[config.mk]
export PLATFORM = sky130hd
export DESIGN_NAME = regfile_bypass
export DESIGN_NICKNAME = d
export VERILOG_FILES = /design/src/rtl/regfile_bypass_pkg.sv /design/src/rtl/regfile_bypass_decoder.sv /design/src/rtl/regfile_bypass.sv
export SDC_FILE = /design/constraint.sdc
export NUM_CORES = 2
export LEC_CHECK = 0
export BUFFER_PORTS_ARGS = -buffer_cell sky130_fd_sc_hd__buf_2
export CAP_MARGIN = 40
export CORE_ASPECT_RATIO = 1.1
export CORE_MARGIN = 2
export CORE_UTILIZATION = 30
export CTS_BUF_LIST = sky130_fd_sc_hd__clkbuf_16
export DETAILED_ROUTE_END_ITERATION = 12
export GPL_TIMING_DRIVEN = 0
export PLACE_DENSITY = 0.55
export SYNTH_ARGS = -nofsm -noshare
export SYNTH_HDL_FRONTEND = slang
export SYNTH_HIERARCHICAL = 1
export SYNTH_SLANG_ARGS = --single-unit
[constraint.sdc]
create_clock -name Clk -period 11.6 [get_ports Clk]
set_input_delay 2.32 -clock Clk [delete_from_list [all_inputs] [get_ports Clk]]
set_output_delay 2.32 -clock Clk [all_outputs]
set_load 0.1 [all_outputs]
[src/rtl/regfile_bypass_pkg.sv]
// ---------------------------------------------------------------------------
// regfile_bypass_pkg : shared widths and clear/run state encoding
// Rev 1.0
// ---------------------------------------------------------------------------
`default_nettype none

package regfile_bypass_pkg;

  localparam int REG_WIDTH  = 32;
  localparam int REG_ADDR_W = 5;

  typedef enum logic {
    ST_CLEAR = 1'b0,
    ST_RUN   = 1'b1
  } state_t;

endpackage

`default_nettype wire

[src/rtl/regfile_bypass_decoder.sv]
// ---------------------------------------------------------------------------
// regfile_bypass_decoder : address to one-hot write-select decoder with enable
// Rev 1.0
// ---------------------------------------------------------------------------
`default_nettype none

module regfile_bypass_decoder
  import regfile_bypass_pkg::*;
#(
  parameter int ADDR_W = REG_ADDR_W
) (
  input  logic                 en,
  input  logic [ADDR_W-1:0]    addr,
  output logic [2**ADDR_W-1:0] onehot
);

  localparam int DEPTH = 2**ADDR_W;

  always_comb begin
    onehot = '0;
    for (int i = 0; i < DEPTH; i++) begin
      onehot[i] = en && (addr == ADDR_W'(i));
    end
  end

endmodule

`default_nettype wire

[src/rtl/regfile_bypass.sv]
// ---------------------------------------------------------------------------
// regfile_bypass : 2R/1W register file, r0 = 0, post-reset clear sweep, bypass
// Rev 1.0
// ---------------------------------------------------------------------------
`default_nettype none

module regfile_bypass
  import regfile_bypass_pkg::*;
#(
  parameter int WIDTH  = REG_WIDTH,
  parameter int ADDR_W = REG_ADDR_W,
  parameter int BYPASS = 1
) (
  input  logic              Clk,
  input  logic              Reset_n,
  input  logic [ADDR_W-1:0] ReadRegister1,
  input  logic [ADDR_W-1:0] ReadRegister2,
  output logic [WIDTH-1:0]  ReadData1,
  output logic [WIDTH-1:0]  ReadData2,
  input  logic [ADDR_W-1:0] WriteRegister,
  input  logic [WIDTH-1:0]  WriteData,
  input  logic              RegWrite,
  output logic              Ready
);

  localparam int                DEPTH    = 2**ADDR_W;
  localparam logic [ADDR_W-1:0] LAST_PTR = {ADDR_W{1'b1}};

  state_t                         state;
  logic [ADDR_W-1:0]              clr_ptr;
  logic                           clearing;
  logic [DEPTH-1:0]               wr_sel;
  logic [DEPTH-1:0][WIDTH-1:0]    regs;

  // Clear sweep: one register per edge from 1 up to the top, then run forever.
  always_ff @(posedge Clk) begin
    if (!Reset_n) begin
      state   <= ST_CLEAR;
      clr_ptr <= ADDR_W'(1);
      Ready   <= 1'b0;
    end else if (state == ST_CLEAR) begin
      clr_ptr <= clr_ptr + 1'b1;
      if (clr_ptr == LAST_PTR) begin
        state <= ST_RUN;
        Ready <= 1'b1;
      end
    end
  end

  assign clearing = (state == ST_CLEAR);

  // The same select lines drive both the flop enables and the bypass compare.
  regfile_bypass_decoder #(
    .ADDR_W (ADDR_W)
  ) u_dec (
    .en     (RegWrite && Ready),
    .addr   (WriteRegister),
    .onehot (wr_sel)
  );

  assign regs[0] = '0;

  for (genvar i = 1; i < DEPTH; i++) begin : g_reg
    logic [WIDTH-1:0] q;
    logic             clr_hit;

    assign clr_hit = clearing && (clr_ptr == ADDR_W'(i));

    // Storage has no reset of its own; a low Reset_n only blocks updates.
    always_ff @(posedge Clk) begin
      if (Reset_n) begin
        if (clr_hit) begin
          q <= '0;
        end else if (wr_sel[i]) begin
          q <= WriteData;
        end
      end
    end

    assign regs[i] = q;
  end

  always_comb begin
    ReadData1 = '0;
    if (Ready && (ReadRegister1 != '0)) begin
      ReadData1 = regs[ReadRegister1];
      if ((BYPASS != 0) && wr_sel[ReadRegister1]) begin
        ReadData1 = WriteData;
      end
    end
  end

  always_comb begin
    ReadData2 = '0;
    if (Ready && (ReadRegister2 != '0)) begin
      ReadData2 = regs[ReadRegister2];
      if ((BYPASS != 0) && wr_sel[ReadRegister2]) begin
        ReadData2 = WriteData;
      end
    end
  end

endmodule

`default_nettype wire

After elaboration in Yosys (flattened, before gate mapping)
Index checks and enable logic that the tools add are counted.

Add/subtract/negate cells: 1. Multipliers: 0. Divide/modulo/power cells: 0. Magnitude comparators: 2. Equality and inequality tests: 62. Shift-type cells: 0. Multiplexer cells: 45. Bitwise gates (word level): 1. Reductions and logical operators: 132.

Operator list (number): 32-bit two-way mux (37); 32-bit binary-select mux with 5-bit select (2); 5-bit equality test (second input constant) (32); 5-bit by 4-bit equality test with 1-bit output (second input constant) (16); 1-bit logical AND (66); 2-bit AND reduction (32); 2-bit nonzero test (31); 5-bit by 3-bit equality test with 1-bit output (second input constant) (8); 5-bit by 2-bit equality test with 1-bit output (second input constant) (4); 5-bit by 6-bit < comparator with 1-bit output (second input constant) (2); 1-bit binary-select mux with 5-bit select (2); 5-bit by 1-bit equality test with 1-bit output (second input constant) (2); 5-bit nonzero test (2); 5-bit by 1-bit adder with 5-bit output (second input constant) (1); 5-bit logical NOT (1); 1-bit two-way mux (4); 1-bit NOT (1).

Register bits after elaboration: 999. Bits in latches: 0. RAM bits: 0. Memory bits (read-only): 0. Word-level logic and storage cells: 277. Memories kept: 0.

Depth between registers and ports, before layout
Depth in word-level cells: 6. Depth in mapped cells: 11. Gate-level depth less buffers: 9.

Hierarchy
Netlist, hierarchy kept.

By module, submodules not included: regfile_bypass (times used 1, cells an instance 3869, area an instance 55107.9 um^2, sequential area each 29928.7 um^2); regfile_bypass_decoder (times used 1, cells an instance 47, area an instance 230.2 um^2, sequential area each 0.0 um^2).

Least setup slack after synthesis
OpenSTA, ideal clock, no wires.

Kind: input to output. Start: input RegWrite. End: output ReadData1[0]. Arrival: 6.449 ns. Path slack: 2.831 ns. Cell stages on the path: 10. Buffers on the path: 2. Cell sequence: and2_1 > or4b_1 > nor2_1 > mux4_2 > mux2i_1 > a22oi_1 > nand3_1 > buf_2 > buf_2 > a211oi_1.

Longest elaborated chain between the ends: 6. Elaborated cells on any way between the ends: 37. Classes of those cells: mux: 4; reduce/logical: 33.

RTL lines: from (decl) (RTL line regfile_bypass.sv:22) `input logic RegWrite,`; 1-bit logical AND (RTL line regfile_bypass.sv:56) `.en (RegWrite && Ready),`; 1-bit logical AND (RTL line regfile_bypass_decoder.sv:22) `onehot[i] = en && (addr == ADDR_W'(i));`; named net wr_sel[2] (RTL line regfile_bypass.sv:32) `logic [DEPTH-1:0] wr_sel;`; 1-bit binary-select mux with 5-bit select (RTL line regfile_bypass.sv:87) `if ((BYPASS != 0) && wr_sel[ReadRegister1]) begin`; 1-bit two-way mux (not written as such) (RTL line regfile_bypass.sv:87); 32-bit two-way mux (RTL line regfile_bypass.sv:87); 32-bit two-way mux (RTL line regfile_bypass.sv:85) `if (Ready && (ReadRegister1 != '0)) begin`; to (decl) (RTL line regfile_bypass.sv:18) `output logic [WIDTH-1:0] ReadData1,`.

The timed path passes the listed nets, and every way through them passes these cells. The select of a mux whose other input is x is not followed.

Worst setup path in the final report
Start: input ReadRegister2[1]. End: output ReadData2[23].

Longest elaborated chain between the ends: 4. Elaborated cells on any way between the ends: 8. Classes of those cells: mux: 6; reduce/logical: 2.

RTL lines: from (decl) (RTL line regfile_bypass.sv:17) `input logic [ADDR_W-1:0] ReadRegister2,`; 32-bit binary-select mux with 5-bit select or 1-bit binary-select mux with 5-bit select (tied branches) (RTL line regfile_bypass.sv:96, regfile_bypass.sv:97); 32-bit two-way mux (not written as such) or 1-bit two-way mux (tied branches) (RTL line regfile_bypass.sv:96, regfile_bypass.sv:97); 32-bit two-way mux (RTL line regfile_bypass.sv:97) `if ((BYPASS != 0) && wr_sel[ReadRegister2]) begin`; 32-bit two-way mux * (RTL line regfile_bypass.sv:95) `if (Ready && (ReadRegister2 != '0)) begin`; to (decl) (RTL line regfile_bypass.sv:19) `output logic [WIDTH-1:0] ReadData2,`.

Mark *: on every way between the ends. The rest lies on a longest branch, timed or not. The select of a mux whose other input is x is not followed.

==> impl_metrics.yaml <==
global_route:
  first_global_vias: 41121
  antenna_found_initial: 34
  grt.overflow.total: 0
  grtUsageTotal: 0.313
  grt_max_degree: 31
  grt_pass1_wl_um: 387000
setup_path:
  timing.rr.start: "clr_ptr[0]"
  setup.worst_path.class: "in -> out"
  cp.required_ns: 9.28
  crit_path_start_kind: "input port"
  cpPeakStageDelay_ns: 0.78
  crit_chain: "buf_2, buf_6, buf_2, buf_2, buf_2, mux4_2, mux2i_1, a21oi_1, o21ai_0, o2bb2ai_1, buf_2"
  worstSetupEndpointType: "primary output"
  path_max_fanout: 10
  path_common_cell: "buf_2"
  timing.rr.end: "g_reg[15].q[12]"
  r2r_cells: 10
  crit_arrival_ns: 7.29
  r2r_slack_ns: 7.05
  critPathSlowestCell: "buf_2"
cells_and_area:
  nFillCells: 17530
  drive_gt1_frac: 0.267
  area_growth_pct: 19.1
  layout.cells.non_filler: 6874
  final_nets: 4388
timing:
  rsz0062_at_grt: "no"
  finalSetupViolations: 0
  slew_viol_final: 0
  relSlewSlack: 0.240
  tightestPinTransition_ns: 1.14
  clock.fmax_ghz: 0.104
  timing.final.crit_share: 0.828
  final.setup_skew_ns: 0.0304
  hold_viol: 0
  fin_crit_ns: 9.61
  final.setup.tns_ns: 0
logic_synthesis:
  synth_top_flop_cell: "edfxtp_1"
  synth-edff-count: 992
  ys_ff_latch: 999
  syn_area_per_cell_um2: 14.1
  synth_top_family_by_area: "multiplexers"
  ys_top_cells_by_area: "edfxtp_1 (54%), mux4_2 (17%), and2_1 (9.3%)"
  ys_seq_area_frac: 0.541
  synth_cell_type_count: 65
  yosys.area_share.simple: 0.136
  synthAdderAreaFrac: 0.00136
  syn-num-nets: 3972
  yosys.area_share.xor_xnor: 0.000475
  synth_top_area_cell: "edfxtp_1"
  synth.area.mux_share: 0.213
  syn_area_um2: 55300
  netlist_top_cells_count: "edfxtp_1 (992), and2_1 (823), mux4_2 (424)"
  synth_top_area_share: 0.538
  synth_warnings: 6
  yosysMostFrequentCell: "edfxtp_1"
  synthCells: 3916
  synth_compound_area_frac: 0.0672
  synth_async_sr_flop_share: 0
floorplan:
  row_count: 165
  die_area_um2: 188000
  core_area_um2: 184000
  io_pins: 115
  die_x_um: 414
  start_util: 0.302
  die_height_um: 454
routing:
  dr.first_iter.drc_count: 7998
  drcViolationCount: 0
  ant_nets: 0
  wl_per_cell_um: 43.5
  routed_wl_um: 299000
  drt_pass1_iterations: 8
  vias: 43782
  viasPerCell: 6.37
clock_tree:
  cts_max_level: 3
  holdBufCountCts: 0
  clock-sinks: 999
  numCtsBuffers: 116
  clkSlewWorstSetupHoldPaths_ns: 0.05
  cts_setup_buffers: 0
  worstSkewPairLatency_ns: 0.79
  clockRootBuffer: "clkbuf_16"
  cts_resized: 0
  clk_path_buf_depth: 3
  cts_tree: "yes"
worst_hold_path:
  hold-path-cell-count: 2
  hold_path_end: "clr_ptr[0]"
  holdCritPathClass: "reg -> reg"
  min-delay-start: "clr_ptr[0]"
power_and_ir_drop:
  p_total_mw: 9.00
  p_leak_nw: 21.6
  p_per_area_nw_per_um2: 137
  vdd_ir_drop_max_uv: 141
run:
  maxCapViolCount: 0
placement:
  port_buffers: 108
  finalWeightedCongestion: 1.08
  place_inst: 6632
  post-dp-hpwl_um: 224000
outcome:
  status: "finished clean"
==> critical path, delay by kind of cell <==
family,cells,cell delay [ns]
buffers and inverters,6,3.03
AOI/OAI and AO/OA,3,1.28
muxes,2,0.60
==> registers in the layout, summed over array words and instances, names as in the netlist <==
signal,count
Ready,1
clr_ptr,5
state,1
g.q,992
==> cells in the final DEF (no fill, tap or decap), drive strengths merged, types with 36 or more instances in the layout <==
master and count:
edfxtp 992, and2 824, buf 460, mux4 426
clkbuf 401, nor2b 142, nor2 134, mux2i 108
a21oi 98, mux2 98, a221oi 67, clkinv 65
a22oi 64, o21ai 60, nand2 59, nand3 42
inv 42, o2bb2ai 36
==> through the flow <==
| step | worst slack [ns] | hold slack (ns) | utilization | cell area [µm²] |
|---|---|---|---|---|
| finish | 1.99 | 0.589 | 0.359 | 65900 |
| global route | 2.34 | 0.621 | 0.359 | 65800 |
| CTS | 2.35 | 0.593 | 0.359 | 65800 |
| detailed placement | 2.38 | 0.572 | 0.338 | 62000 |
| global placement | 1.01 | 0.574 | 0.321 | 58900 |
| floorplan | 2.83 | 0.531 | - | 55300 |
==> kinds of logic (layout without fill, tap and decap cells) <==
kind of cell,Yosys count,after routing
other,0,20
DFF,999,999
and+or+nand+nor,1288,1288
xor gates and xnor gates,3,3
buffers and inverters,468,985
adders and majority gates,6,6
AOI/OAI and AO/OA,520,520
muxes,632,632
==> routing by layer <==
metal	routed length, µm	track usage
met1	100000	0.372
met2	124000	0.448
met3	43300	0.117
met4	31300	0.257
met5	190	0.00283
==> layout make-up <==
cell class,count,area [µm²],area share
tap,2421,3030,0.0460
buffer,446,2170,0.0330
sequential,999,29900,0.454
antenna,20,50.0,0.000760
timing repair buffer,298,3420,0.0519
multi-input combinational,2449,23400,0.356
clock buffer,117,2930,0.0444
clock inverter,102,837,0.0127
inverter,22,82.6,0.00125
==> report_power, final <==
part	leakage, nW	internal, mW	switching, mW
registers	9.00	4.01	0.0132
clock network	1.90	2.10	1.66
logic	10.7	0.415	0.795
==> how the worst max path moves through the flow <==
stage	from	end	slack, ns
floorplan	RegWrite	ReadData1[0]	2.83
global route	ReadRegister2[1]	ReadData2[23]	2.34
detailed placement	ReadRegister2[1]	ReadData2[23]	2.38
global placement	RegWrite	g_reg[7].q[21]	1.01
CTS	ReadRegister2[1]	ReadData2[23]	2.35
finish	ReadRegister2[1]	ReadData2[23]	1.99
Power figures use the tool's default switching activity.
